[config.mk]
export PLATFORM = sky130hd
export DESIGN_NAME = siren_controller_flat
export DESIGN_NICKNAME = d
export VERILOG_FILES = /design/src/rtl/siren_controller_if.sv /design/src/rtl/siren_controller.sv /design/src/flat_wrapper.sv
export SDC_FILE = /design/constraint.sdc
export NUM_CORES = 1
export LEC_CHECK = 0
export CAP_MARGIN = 20
export CORE_UTILIZATION = 58
export CTS_BUF_LIST = sky130_fd_sc_hd__clkbuf_8
export CTS_CLUSTER_DIAMETER = 30
export CTS_CLUSTER_SIZE = 30
export DETAILED_ROUTE_END_ITERATION = 7
export GPL_TIMING_DRIVEN = 0
export PLACE_DENSITY = 0.81
export SLEW_MARGIN = 5
export SYNTH_ARGS = -nofsm -noshare
export SYNTH_HDL_FRONTEND = slang
export SYNTH_SLANG_ARGS = --single-unit
[constraint.sdc]
create_clock -name clk -period 2.1 [get_ports clk]
set_input_delay 0.21 -clock clk [delete_from_list [all_inputs] [get_ports clk]]
set_output_delay 0.21 -clock clk [all_outputs]
set_load 0.01 [all_outputs]
[src/rtl/siren_controller_if.sv]
// Signal bundle between the alarm FSM/timer side and the siren sequencer.
// master drives the request/tick/disarm inputs; slave is the sequencer itself.
interface siren_controller_if;
  logic       one_hz_tick;
  logic       alarm_request;
  logic       disarm;
  logic       enable_siren;
  logic       half_hz_enable;
  logic [1:0] siren_state;
  logic       timeout_done;

  modport master (
    output one_hz_tick, alarm_request, disarm,
    input  enable_siren, half_hz_enable, siren_state, timeout_done
  );

  modport slave (
    input  one_hz_tick, alarm_request, disarm,
    output enable_siren, half_hz_enable, siren_state, timeout_done
  );
endinterface

[src/rtl/siren_controller.sv]
// Siren sequencer: request edge -> timed SOUNDING interval -> HOLDOFF -> IDLE, disarm wins.
// Optional SIREN_RETRIGGER_EN: a request edge while sounding restarts the interval.
module siren_controller #(
  parameter int unsigned ALARM_ON_TICKS = 10,
  parameter int unsigned HOLDOFF_TICKS  = 3,
  parameter int unsigned CNT_W          = 8
) (
  input logic               clk,
  input logic               rst_n,
  siren_controller_if.slave sif
);

  typedef enum logic [1:0] {
    StIdle     = 2'b00,
    StSounding = 2'b01,
    StHoldoff  = 2'b10
  } state_e;

  localparam logic [CNT_W-1:0] OnLast   = CNT_W'(ALARM_ON_TICKS - 1);
  localparam logic [CNT_W-1:0] HoldLast = CNT_W'(HOLDOFF_TICKS - 1);

  state_e           r_state, w_state_nxt;
  logic [CNT_W-1:0] r_cnt, w_cnt_nxt;
  logic             r_en, w_en_nxt;
  logic             r_half, w_half_nxt;
  logic             r_done, w_done_nxt;
  logic             r_req_q;
  logic             w_req_rise;

  assign w_req_rise = sif.alarm_request & ~r_req_q;

  always_ff @(posedge clk or negedge rst_n) begin
    if (!rst_n) begin
      r_state <= StIdle;
      r_cnt   <= '0;
      r_en    <= 1'b0;
      r_half  <= 1'b0;
      r_done  <= 1'b0;
      r_req_q <= 1'b0;
    end else begin
      r_state <= w_state_nxt;
      r_cnt   <= w_cnt_nxt;
      r_en    <= w_en_nxt;
      r_half  <= w_half_nxt;
      r_done  <= w_done_nxt;
      r_req_q <= sif.alarm_request;
    end
  end

  always_comb begin
    w_state_nxt = r_state;
    w_cnt_nxt   = r_cnt;
    w_en_nxt    = r_en;
    w_half_nxt  = r_half;
    w_done_nxt  = 1'b0;

    if (sif.disarm) begin
      w_state_nxt = StIdle;
      w_cnt_nxt   = '0;
      w_en_nxt    = 1'b0;
      w_half_nxt  = 1'b0;
    end else begin
      unique case (r_state)
        StIdle: begin
          // A tick coinciding with the request edge is deliberately not counted.
          if (w_req_rise) begin
            w_state_nxt = StSounding;
            w_cnt_nxt   = '0;
            w_en_nxt    = 1'b1;
            w_half_nxt  = 1'b1;
          end
        end
        StSounding: begin
`ifdef SIREN_RETRIGGER_EN
          if (w_req_rise) begin
            // Retrigger beats expiry; colour phase keeps running.
            w_cnt_nxt = '0;
            if (sif.one_hz_tick) begin
              w_half_nxt = ~r_half;
            end
          end else
`endif
          if (sif.one_hz_tick) begin
            if (r_cnt == OnLast) begin
              w_state_nxt = StHoldoff;
              w_cnt_nxt   = '0;
              w_en_nxt    = 1'b0;
              w_half_nxt  = 1'b0;
              w_done_nxt  = 1'b1;
            end else begin
              w_cnt_nxt  = r_cnt + 1'b1;
              w_half_nxt = ~r_half;
            end
          end
        end
        StHoldoff: begin
          if (sif.one_hz_tick) begin
            if (r_cnt == HoldLast) begin
              w_state_nxt = StIdle;
              w_cnt_nxt   = '0;
            end else begin
              w_cnt_nxt = r_cnt + 1'b1;
            end
          end
        end
        default: begin
          w_state_nxt = StIdle;
          w_cnt_nxt   = '0;
          w_en_nxt    = 1'b0;
          w_half_nxt  = 1'b0;
        end
      endcase
    end
  end

  assign sif.enable_siren   = r_en;
  assign sif.half_hz_enable = r_half;
  assign sif.siren_state    = r_state;
  assign sif.timeout_done   = r_done;

endmodule

[src/flat_wrapper.sv]
// flat-port wrapper written by rule: the top's interface ports become plain ports
module siren_controller_flat 
#(
  parameter int unsigned ALARM_ON_TICKS = 10,
  parameter int unsigned HOLDOFF_TICKS  = 3,
  parameter int unsigned CNT_W          = 8
)
  (clk, rst_n, sif_one_hz_tick, sif_alarm_request, sif_disarm, sif_enable_siren, sif_half_hz_enable, sif_siren_state, sif_timeout_done);
  siren_controller_if sif_i ();
  input logic clk;
  input logic rst_n;
  input wire logic [$bits(sif_i.one_hz_tick)-1:0] sif_one_hz_tick;
  input wire logic [$bits(sif_i.alarm_request)-1:0] sif_alarm_request;
  input wire logic [$bits(sif_i.disarm)-1:0] sif_disarm;
  output wire logic [$bits(sif_i.enable_siren)-1:0] sif_enable_siren;
  output wire logic [$bits(sif_i.half_hz_enable)-1:0] sif_half_hz_enable;
  output wire logic [$bits(sif_i.siren_state)-1:0] sif_siren_state;
  output wire logic [$bits(sif_i.timeout_done)-1:0] sif_timeout_done;
  assign sif_i.one_hz_tick = sif_one_hz_tick;
  assign sif_i.alarm_request = sif_alarm_request;
  assign sif_i.disarm = sif_disarm;
  assign sif_enable_siren = sif_i.enable_siren;
  assign sif_half_hz_enable = sif_i.half_hz_enable;
  assign sif_siren_state = sif_i.siren_state;
  assign sif_timeout_done = sif_i.timeout_done;
  siren_controller #(.ALARM_ON_TICKS(ALARM_ON_TICKS), .HOLDOFF_TICKS(HOLDOFF_TICKS), .CNT_W(CNT_W)) u_core (.clk(clk), .rst_n(rst_n), .sif(sif_i));
endmodule
Word level (Yosys, flattened, before mapping)
Index checks and enable logic that the tools add are counted. Widths: inputs -> output; s select.

$add $sub $neg: 1. Eq/ne operators: 10. Muxes and demuxes: 27. Bitwise operators: 3. Reductions and logical operators: 5.

Operators by type and width (number): $mux 8 (6); $pmux 8 s3 (1); $mux 2 (6); $mux 1 (11); $ne 3x2->1 const B (3); $add 8x1->8 const B (1); $eq 8x2->1 const B (1); $eq 8x4->1 const B (1); $ne 3x3->1 const B (2); $pmux 1 s3 (2); $pmux 2 s3 (1); $reduce_and 3->1 (2); $reduce_and 5->1 (1); $reduce_and 4->1 (1); $eq 2x1->1 const B (1); $eq 2x2->1 const B (1); $logic_not 2->1 (1); $ne 2x2->1 const B (1); $not 1->1 (2); $and 1x1->1 (1).

Register bits: 14. Output and inout port bits: 5.

Logic depth before layout (Yosys ltp)
Depth in word-level cells: 5. Depth in mapped cells: 8. Depth with buffers taken out: 6.

Least setup slack after synthesis
No wires, ideal clock.

Kind: flip-flop to flip-flop. Start point: register u_core.r_state[0], in the netlist u_core.sif.siren_state[0]. End point: register u_core.r_state[0], in the netlist u_core.sif.siren_state[0]. Setup time: 87 ps. Arrival time: 1711 ps. Path slack: 302 ps. Cell stages (with the launch flop): 8. Path buffers: 1. Clock period less this slack: 1798 ps. Cells stage by stage: dfrtp_1 -> inv_1 -> ha_1 -> o21ba_4 -> a22o_1 -> buf_6 -> a2111o_1 -> o211ai_1.

Longest elaborated chain between the ends: 3. Elaborated cells between the ends (all ways): 11.

Ends and longest elaborated chain: start: declaration (line siren_controller.sv:22) `state_e r_state, w_state_nxt;`; start signal: assignment (line siren_controller.sv:34) `r_state <= StIdle;`; start signal: assignment (line siren_controller.sv:41) `r_state <= w_state_nxt;`; $eq 2x2->1 (tied with other cells) (line siren_controller.sv:63) `unique case (r_state)`; $ne 3x2->1 (no source line) (tied with other cells); $reduce_and 5->1 (no source line) / $mux 2 (equally long branches).

Parallel ways exist; a longest one is shown, timed or not. A chain may end at the register's enable or synchronous reset.

Final worst setup path
Start point: register u_core.r_state[0], in the netlist u_core.sif.siren_state[0]. End point: register u_core.r_cnt[7].

Longest elaborated chain between the ends: 3. Elaborated cells between the ends (all ways): 9.

Ends and longest elaborated chain: $eq 2x2->1 (tied with other cells) (line siren_controller.sv:63); $ne 3x3->1 (no source line) (tied with other cells); $reduce_and 3->1 (no source line) / $mux 8 (equally long branches); end signal: assignment (line siren_controller.sv:42) `r_cnt <= w_cnt_nxt;`; end: declaration (line siren_controller.sv:23) `logic [CNT_W-1:0] r_cnt, w_cnt_nxt;`.

Parallel ways exist; a longest one is shown, timed or not.

==> results.md <==
* Outcome: finished, final reports clean
* Detailed Place HPWL at 1.52 mm
* Routability congestion estimate at 0.770
* CTS clk-pin slew, worst paths at 0.06 ns
* Largest cells by area after synthesis: dfrtp_1 36%, ha_1 7.8%, o31ai_1 3.9%
* Worst vdd ir at 691 µV
* Setup ws final at 0.156 ns
* Max-Cap Viols at 0
* Initial DRC count at 26
* Post-synth ARST share at 100%
* Crit Path Class: flip-flop to flip-flop
* Clk Latency, worst-skew pair at 0.25 ns
* Final ANT Viol Nets at 0
* Root buffer cell: clkbuf_8
* Tcrit/Tclk final at 92.6%
* Seq/Total Area, Yosys at 36.2%
* Top routing layer in use: met4
* Global-route wire length before repair at 3.53 mm
* WP data arrival at 2.09 ns
* CP max FO at 6
* Final Max Tran Viols at 0
* Antenna fix cells at 0
* Top FF cell, synth: dfrtp_1
* PwrDens at 768 nW/µm²
* Syn_nets at 112
* Die ar. at 1840 µm²
* RR Startpoint: u_core.sif.siren_state[0]
* Worst EP required at 2.25 ns
* Initial antenna violation count at 0
* #FFs+latches synth at 14
* Max Freq at 514 MHz
* Synth area leader: dfrtp_1
* Crit path buffers/inverters at 1
* Post-CTS setup buffer count at 0
* Least-Margin Pin Slew at 0.625 ns
* Initial DRT Pass Iterations at 4
* Crit-path slowest cell: dfrtp_1
* Final Net Count at 126
* Commonest non-fill, non-tap cell in the layout: dfrtp_1
* Crit path time final at 1.94 ns
* Number of synthesized flops with an enable pin at 0
* Final instance area at 1140 µm²
* Slew HR at 58.2%
* Lkg Pwr at 0.000508 µW
* IO Port Bufs at 9
* Clk sink count at 14
* R2R setup slack at 0.16 ns
* GRT Total Usage at 26.4%
* Wire per inst at 16.0 µm
* Setup Slack @ Placement at 0.129 ns
* Fraction of layout cells with a size suffix above 1 at 10.5%
* Reg2reg end: u_core.r_cnt[7]
* Worst setup EP type: flip-flop
* Hold buffers post-CTS at 0
* Via Count at 840
* Critical path cell sequence: inv_1 > ha_1 > and3b_1 > o211ai_2 > nand2_1 > o41ai_2
* Core box area at 1540 µm²
* Final hold vios at 0
* Met3 Wirelength at 58 µm
* Clock skew at 0.00268 ns
* Post-Syn Area per Cell at 9.59 µm²
* Family with the most delay on the worst path: compound AO/OA/AOI/OAI gates
* P&R area growth vs syn at 17.8%
* Startpoint Class: flip-flop
* Worst Hold Class: primary input to asynchronous set/reset pin
* Worst R2R Path Depth at 6
* Post-DP Area at 1080 µm²
* H-tree lvl count at 1
* # rows at 14
* Critical path's largest stage delay at 0.41 ns
* CTS tree: built
* Vias in the first global route at 817
* Max clock buf depth at 2
* Number of gates resized after CTS at 0
* WL met1 at 984 µm
* Inserted Clock Buffers at 3
* Most frequent cells in the layout: 14 x dfrtp_1, 9 x clkdlybuf4s50_1, 8 x inv_1
* WL met2 at 1.00 mm
* Routed WL at 2.08 mm
* Post-Synthesis Cells at 101
* Largest net degree at the start of global routing at 15
* Vias/cell at 6.46
* Starting Density at 62.8%
* Residual DRC at 0
* Ys Warns at 0
* Die width at 42.9 µm
* Die H at 42.9 µm
* Top-area cell type share of the netlist area at 36.2%
* Mapped Area at 968 µm²
* Grt ovf at 0
* Io pins at 10
* Synth unique cells at 41
* # setup viols final at 0
==> cell families after synthesis <==
| group | after synthesis | share of synthesized area [%] |
|---|---|---|
| buffers and inverters | 13 | 6.85 |
| and+or+nand+nor | 41 | 26.0 |
| adders and majority gates | 6 | 7.75 |
| DFF | 14 | 36.2 |
| AOI/OAI and AO/OA | 27 | 23.3 |
==> power breakdown <==
| group | switching, µW | internal [µW] |
|---|---|---|
| Sequential | 20.2 | 294 |
| Clock | 103 | 166 |
| Combinational | 157 | 136 |
==> worst max-delay path by stage <==
stage | startpoint | endpoint | depth (start not counted)
6_report | u_core.sif.siren_state[0] | u_core.r_cnt[7] | 6
5_1_grt | u_core.sif.siren_state[0] | u_core.r_cnt[7] | 6
4_1_cts | u_core.sif.siren_state[0] | u_core.r_cnt[7] | 6
3_5_place_dp | sif_disarm | u_core.r_cnt[7] | 6
3_3_place_gp | sif_disarm | u_core.sif.siren_state[0] | 6
2_1_floorplan | u_core.sif.siren_state[0] | u_core.sif.siren_state[0] | 7
==> layout make-up <==
type | count | area [µm²]
buffer | 5 | 36.3
clock buffer | 4 | 55.1
fill | 107 | 400
inverter | 8 | 30.0
multi-input combinational | 74 | 559
sequential | 14 | 350
tap | 16 | 20.0
timing repair buffer | 9 | 90.1
==> sequential cells by signal, indices dropped and copies added (netlist names) <==
register / count
u_core.sif.timeout_done: 1
u_core.r_req_q: 1
u_core.sif.half_hz_enable: 1
u_core.sif.enable_siren: 1
u_core.sif.siren_state: 2
u_core.r_cnt: 8
==> layer usage <==
metal	vias up	GRT usage (%)
li1	404	-
met1	406	33.4
met2	24	42.1
met3	6	4.26
met4	0	15.6
met5	-	0
==> synth_stat cells, drive strengths merged (2+ instances only) <==
master and count:
a211oi 2, a21boi 2, a21o 2, a21oi 2, a22oi 2, and3b 2
buf 4, dfrtp 14, ha 6, inv 8, nand2 6, nand2b 5
nand3 6, nand4 3, nand4b 2, nor2 4, nor2b 3, nor3 2
o211ai 2, o31ai 5, o41ai 2
==> through the flow <==
step / total power [µW] / std cells / hold slack (ns) / utilization (%) / TNS, ns
6_report: 877 / 130 / 0.348 / 74.0 / 0
5_1_grt: 919 / 130 / 0.412 / 74.0 / -0.000329
4_1_cts: 878 / 130 / 0.371 / 73.5 / 0
3_5_place_dp: 610 / 126 / 0.503 / 70.0 / 0
3_3_place_gp: 603 / 126 / 0.485 / 70.0 / 0
2_1_floorplan: 508 / 101 / -0.0856 / - / 0
Power figures use the tool's default switching activity.
